===== src/rtl/servo_pwm_pkg.sv =====
// Shared constants and bus-slicing helper for the servo PWM generator.
package servo_pwm_pkg;

  localparam int NCH_DEF = 8;
  localparam int W_DEF   = 32;

  // LSB of channel k inside a flattened NCH*w bus.
  function automatic int CH_LSB(input int k, input int w);
    return k * w;
  endfunction

endpackage


===== src/rtl/servo_pwm_if.sv =====
// Register-file to PWM-core signal bundle; the bus side is master, the core is slave.
interface servo_pwm_if #(
  parameter int NCH = servo_pwm_pkg::NCH_DEF,
  parameter int W   = servo_pwm_pkg::W_DEF
);
  // Handshake: upd_i[k] and sync_i are single-cycle strobes with no back-pressure;
  // the core always accepts them, and pend_o[k] shows a shadow value is waiting
  // for its channel's next period boundary.
  logic [NCH-1:0]   en_i;
  logic [NCH-1:0]   upd_i;
  logic [NCH*W-1:0] period_i;
  logic [NCH*W-1:0] duty_i;
  logic             sync_i;
  logic [NCH-1:0]   pwm_o;
  logic [NCH-1:0]   done_o;
  logic [NCH-1:0]   pend_o;

  modport master (
    output en_i, upd_i, period_i, duty_i, sync_i,
    input  pwm_o, done_o, pend_o
  );

  modport slave (
    input  en_i, upd_i, period_i, duty_i, sync_i,
    output pwm_o, done_o, pend_o
  );
endinterface


===== src/rtl/servo_pwm_chan.sv =====
// One PWM channel: free-running counter with double-buffered period/duty.
module servo_pwm_chan
  import servo_pwm_pkg::*;
#(
  parameter int W = W_DEF
) (
  input  logic         clk,
  input  logic         rst,
  input  logic         en,
  input  logic         upd,
  input  logic         sync,
  input  logic [W-1:0] period,
  input  logic [W-1:0] duty,
  output logic         pwm,
  output logic         done,
  output logic         pend
);

  localparam logic [W-1:0] ONE = {{(W-1){1'b0}}, 1'b1};

  logic [W-1:0] cnt;
  logic [W-1:0] p_act;
  logic [W-1:0] d_act;
  logic [W-1:0] p_sh;
  logic [W-1:0] d_sh;
  logic         running;
  logic         at_end;
  logic         boundary;

  // A boundary is any edge where a new period/duty may safely take over:
  // natural wrap, global sync, or the channel sitting idle.
  always_comb begin
    running  = en && (p_act != '0);
    at_end   = running && (cnt == p_act - ONE);
    boundary = !running || at_end || sync;
  end

  always_ff @(posedge clk or posedge rst) begin
    if (rst) begin
      cnt   <= '0;
      p_act <= '0;
      d_act <= '0;
      p_sh  <= '0;
      d_sh  <= '0;
      pend  <= 1'b0;
      pwm   <= 1'b0;
      done  <= 1'b0;
    end else begin
      if (!running || sync || at_end) begin
        cnt <= '0;
      end else begin
        cnt <= cnt + ONE;
      end

      pwm  <= running && (cnt < d_act);
      done <= at_end && !sync;

      // A strobe landing on a boundary bypasses the shadow entirely.
      if (upd) begin
        if (boundary) begin
          p_act <= period;
          d_act <= duty;
          pend  <= 1'b0;
        end else begin
          p_sh  <= period;
          d_sh  <= duty;
          pend  <= 1'b1;
        end
      end else if (boundary && pend) begin
        p_act <= p_sh;
        d_act <= d_sh;
        pend  <= 1'b0;
      end
    end
  end

endmodule


===== src/rtl/servo_pwm_gen.sv =====
// NCH-channel servo PWM core: slices the flattened register-file buses per channel.
module servo_pwm_gen
  import servo_pwm_pkg::*;
#(
  parameter int NCH = NCH_DEF,
  parameter int W   = W_DEF
) (
  input logic       clk,
  input logic       rst,
  servo_pwm_if.slave bus
);

  logic [NCH-1:0] pwm;
  logic [NCH-1:0] done;
  logic [NCH-1:0] pend;

  for (genvar k = 0; k < NCH; k++) begin : g_ch
    localparam int LSB = CH_LSB(k, W);

    servo_pwm_chan #(.W(W)) u_chan (
      .clk    (clk),
      .rst    (rst),
      .en     (bus.en_i[k]),
      .upd    (bus.upd_i[k]),
      .sync   (bus.sync_i),
      .period (bus.period_i[LSB +: W]),
      .duty   (bus.duty_i[LSB +: W]),
      .pwm    (pwm[k]),
      .done   (done[k]),
      .pend   (pend[k])
    );
  end

  assign bus.pwm_o  = pwm;
  assign bus.done_o = done;
  assign bus.pend_o = pend;

endmodule


===== src/flat_wrapper.sv =====
// flat-port wrapper written by rule: the top's interface ports become plain ports
module servo_pwm_gen_flat import servo_pwm_pkg::*;
#(
  parameter int NCH = NCH_DEF,
  parameter int W   = W_DEF
)
  (clk, rst, bus_en_i, bus_upd_i, bus_period_i, bus_duty_i, bus_sync_i, bus_pwm_o, bus_done_o, bus_pend_o);
  servo_pwm_if #(.NCH(NCH), .W(W)) bus_i ();
  input logic clk;
  input logic rst;
  input wire logic [$bits(bus_i.en_i)-1:0] bus_en_i;
  input wire logic [$bits(bus_i.upd_i)-1:0] bus_upd_i;
  input wire logic [$bits(bus_i.period_i)-1:0] bus_period_i;
  input wire logic [$bits(bus_i.duty_i)-1:0] bus_duty_i;
  input wire logic [$bits(bus_i.sync_i)-1:0] bus_sync_i;
  output wire logic [$bits(bus_i.pwm_o)-1:0] bus_pwm_o;
  output wire logic [$bits(bus_i.done_o)-1:0] bus_done_o;
  output wire logic [$bits(bus_i.pend_o)-1:0] bus_pend_o;
  assign bus_i.en_i = bus_en_i;
  assign bus_i.upd_i = bus_upd_i;
  assign bus_i.period_i = bus_period_i;
  assign bus_i.duty_i = bus_duty_i;
  assign bus_i.sync_i = bus_sync_i;
  assign bus_pwm_o = bus_i.pwm_o;
  assign bus_done_o = bus_i.done_o;
  assign bus_pend_o = bus_i.pend_o;
  servo_pwm_gen #(.NCH(NCH), .W(W)) u_core (.clk(clk), .rst(rst), .bus(bus_i));
endmodule

===== config.mk =====
export PLATFORM = sky130hd
export DESIGN_NAME = servo_pwm_gen_flat
export DESIGN_NICKNAME = d
export VERILOG_FILES = /design/src/rtl/servo_pwm_pkg.sv /design/src/rtl/servo_pwm_if.sv /design/src/rtl/servo_pwm_chan.sv /design/src/rtl/servo_pwm_gen.sv /design/src/flat_wrapper.sv
export SDC_FILE = /design/constraint.sdc
export NUM_CORES = 2
export LEC_CHECK = 0
export BUFFER_PORTS_ARGS = -buffer_cell sky130_fd_sc_hd__buf_4
export CAP_MARGIN = 15
export CELL_PAD_IN_SITES_DETAIL_PLACEMENT = 2
export CELL_PAD_IN_SITES_GLOBAL_PLACEMENT = 2
export CORE_MARGIN = 5
export CORE_UTILIZATION = 36
export CTS_CLUSTER_SIZE = 14
export DETAILED_ROUTE_END_ITERATION = 10
export PLACE_DENSITY = 0.81
export SETUP_SLACK_MARGIN = 0.02
export SLEW_MARGIN = 20
export SYNTH_ARGS = -nofsm -noshare
export SYNTH_HDL_FRONTEND = slang
export SYNTH_SLANG_ARGS = --single-unit

===== constraint.sdc =====
create_clock -name clk -period 47.4 [get_ports clk]
set_input_delay 9.48 -clock clk [delete_from_list [all_inputs] [get_ports clk]]
set_output_delay 9.48 -clock clk [all_outputs]
set_load 0.05 [all_outputs]

==> results.yml <==
synth:
  synthTopCellsByArea: "dfrtp_1 (44%), mux2_2 (6.9%), ha_1 (4.5%)"
  ys_seq_elements: 1304
  yosysTopAreaCell: "dfrtp_1"
  synth_commonest_cells: "dfrtp_1 (1304), nor2_1 (657), mux2_2 (457)"
  syn_nets: 8166
  netlist.area_leader.share_pct: 43.50
  syn_area_per_cell_um2: 10.19
  yosysWarnings: 0
  yosysMostFrequentCell: "dfrtp_1"
  synth-async-reset-ratio_pct: 100.0
  yosysSeqAreaShare_pct: 43.50
  synth_edf_count: 0
  synthFlopType: "dfrtp_1"
  synth_area_um2: 75010
  yosys.cell_types.count: 100
  postSynthCellCount: 7363
setup_path:
  crit_arrival_ns: 14.17
  cp.required_ns: 48.18
  cp_top_family: "buffers and inverters"
  start_kind: "primary input"
  cpPeakStageDelay_ns: 0.87
  timing.critical_path.to_type: "asynchronous set/reset pin"
  crit_chain: "buf_4 > inv_8 > buf_4 > buf_4 > buf_12 > buf_4 > buf_4"
  critPathSlowestCell: "buf_4"
  worstSetupPathType: "in -> async"
  cpMostUsedCell: "buf_4"
  path_max_fanout: 134
  critPathBufInv: 7
timing:
  setup_viol: 0
  tns_ns: 0
  worst_slew_pin_slew_ns: 1.136
  hold_viol: 0
  rsz0062_at_grt: "false"
  period_share_pct: 28.26
  skew_ns: 0.03939
  drv_slew: 0
  fmax_ghz: 0.07464
  layout_min_cycle_time_ns: 13.40
  relSlewSlack_pct: 24.25
layout:
  drive_above_1_share_pct: 18.69
  layout.nets: 8445
  area_growth_pct: 15.54
  fillCellCount: 21730
  finish.instance_area_um2: 86660
detailed_routing:
  drtIter0Drc: 3583
  drc: 0
  dr.pass1.iters: 5
  wl_per_cell_um: 25.81
  drt-total-wl_um: 273500
  antenna_left: 0
  vias: 61880
  vias_per_cell: 5.839
clock_network:
  cts_repair_resize_count: 0
  cts_max_path_buffers: 3
  clkLatencyLatePin_ns: 0.80
  numCtsBuffers: 160
  root_buffer: "clkbuf_16"
  path_clk_slew_ns: 0.05
  cts_sinks: 1304
  post_cts_buffers: 0
  cts_tree: "done"
  cts_hold_buf: 0
  htree_levels: 4
power_and_ir_drop:
  powerDensity_nw_per_um2: 38.02
  p_leak_uw: 0.03739
  ir_drop_v: 0.00003716
worst_hold_path:
  hold_path.class: "reg -> reg"
floorplan:
  die_w_um: 466.5
  core_um2: 207300
  io_pins: 555
  dieHeight_um: 466.5
  start_util_pct: 36.19
  rows: 167
  design.die.area_um2: 217600
placed_design:
  io_buffers: 554
  hpwlAfterDp_um: 188300
  finalWeightedCongestion: 0.8693
  post_dp_cell_area_um2: 81100
global_routing:
  grt_pass1_vias: 69420
  grt_antenna_before_repair: 73
  grt_pass1_wl_um: 422300
  grt_max_degree: 135
  grt_usage_pct: 24.35
  grt_overflow: 0
job:
  cap_viol_max_count: 0
status:
  status: "finished clean"
==> area by class of cell <==
| type | instances | area, µm² | area share (%) |
|---|---|---|---|
| Sequential cell | 1304 | 32630 | 37.65 |
| Inverter | 351 | 1326 | 1.530 |
| Antenna cell | 50 | 125.1 | 0.1444 |
| Clock inverter | 59 | 704.4 | 0.8128 |
| Multi-Input combinational cell | 5187 | 38880 | 44.86 |
| Tap cell | 2788 | 3488 | 4.025 |
| Clock buffer | 221 | 4646 | 5.361 |
| Timing Repair Buffer | 638 | 4862 | 5.610 |
==> kinds of logic after synthesis <==
family	after synthesis	synth area share [%]
mux	787	11.45
flops	1304	43.50
simple gates	1935	13.09
buf+inv	872	4.871
xor+xnor	559	6.564
fa+ha+maj	272	4.537
compound gates	1634	15.98
==> cells in the final DEF (no fill, tap or decap), types with 50 or more instances in the layout <==
cell type / instances
clkbuf_16: 162
o211a_1: 57
nor3_1: 156
buf_4: 632
diode_2: 50
or3_1: 68
o211ai_1: 62
nand4_1: 130
o22ai_1: 157
a21o_1: 110
nand2_1: 240
o21ai_0: 156
dfrtp_1: 1303
nor2b_1: 52
ha_1: 272
a21oi_1: 182
xor2_1: 251
xnor2_1: 306
inv_1: 347
a22oi_1: 258
nor4_1: 80
nor2_1: 652
o22a_1: 72
nand3_1: 211
and3_1: 63
mux2_1: 113
o2bb2ai_1: 157
a31oi_1: 105
mux2i_1: 217
mux2_2: 457
==> stage by stage <==
| stage | util, % | setup slack, ns | total power [µW] | hold slack [ns] | cells |
|---|---|---|---|---|---|
| floorplan | - | 1.165 | 1804 | 0.4541 | 7363 |
| global placement | 39.13 | 33.05 | 1967 | 0.4652 | 10270 |
| detailed placement | 39.13 | 32.94 | 2027 | 0.4735 | 10270 |
| CTS | 41.71 | 33.81 | 3326 | 0.4917 | 10550 |
| global route | 41.79 | 33.20 | 3448 | 0.5079 | 10590 |
| finish | 41.81 | 34.00 | 3295 | 0.4856 | 10600 |
==> registers in the layout, summed over array words and instances, names as in the netlist <==
name                      count
u_core.g_ch.u_chan.d_sh     256
u_core.g_ch.u_chan.p_act    256
u_core.g_ch.u_chan.p_sh     256
u_core.g_ch.u_chan.done       8
u_core.g_ch.u_chan.pend       8
u_core.g_ch.u_chan.cnt      256
u_core.g_ch.u_chan.pwm        8
u_core.g_ch.u_chan.d_act    256
==> power breakdown <==
| part | total, µW | switching (µW) | internal (µW) |
|---|---|---|---|
| clock network | 1270 | 523 | 745 |
| registers | 1430 | 163 | 1270 |
| logic | 596 | 321 | 275 |
| total | 3290 | 1010 | 2290 |
==> worst reg2reg max path: cells and delay by family (launching register included) <==
kind / cells / cell delay, ns
mux: 1 / 0.52
buf+inv: 2 / 0.72
compound gates: 3 / 1.42
simple gates: 5 / 2.38
flops: 1 / 0.43
fa+ha+maj: 1 / 0.24
==> path summary, 6_finish.rpt <==
kind                                                 from                             end  slack (ns)  depth (start not counted)
setup reg to reg           u_core.g_ch[3].u_chan.p_act[0]  u_core.g_ch[3].u_chan.p_sh[10]       41.57                         12
max in group clk                               bus_sync_i  u_core.g_ch[3].u_chan.p_sh[10]       35.05                          7
setup / recovery                                      rst    u_core.g_ch[2].u_chan.cnt[8]       34.00                          7
hold / removal             u_core.g_ch[0].u_chan.p_sh[14]  u_core.g_ch[0].u_chan.p_sh[14]        0.49                          1
min in group asynchronous                             rst   u_core.g_ch[0].u_chan.p_sh[4]        8.80                          2
hold reg to reg            u_core.g_ch[0].u_chan.p_sh[14]  u_core.g_ch[0].u_chan.p_sh[14]        0.49                          1
==> routing by layer <==
layer	track usage, %	share of wire, %	vias to the layer above
met5	0	0.040	-
met4	9.307	3.7	18
met3	3.795	4.3	461
met2	42.37	50	1347
met1	30.40	42	32550
li1	-	-	27500
No activity file was read; power rests on OpenSTA's default activity.
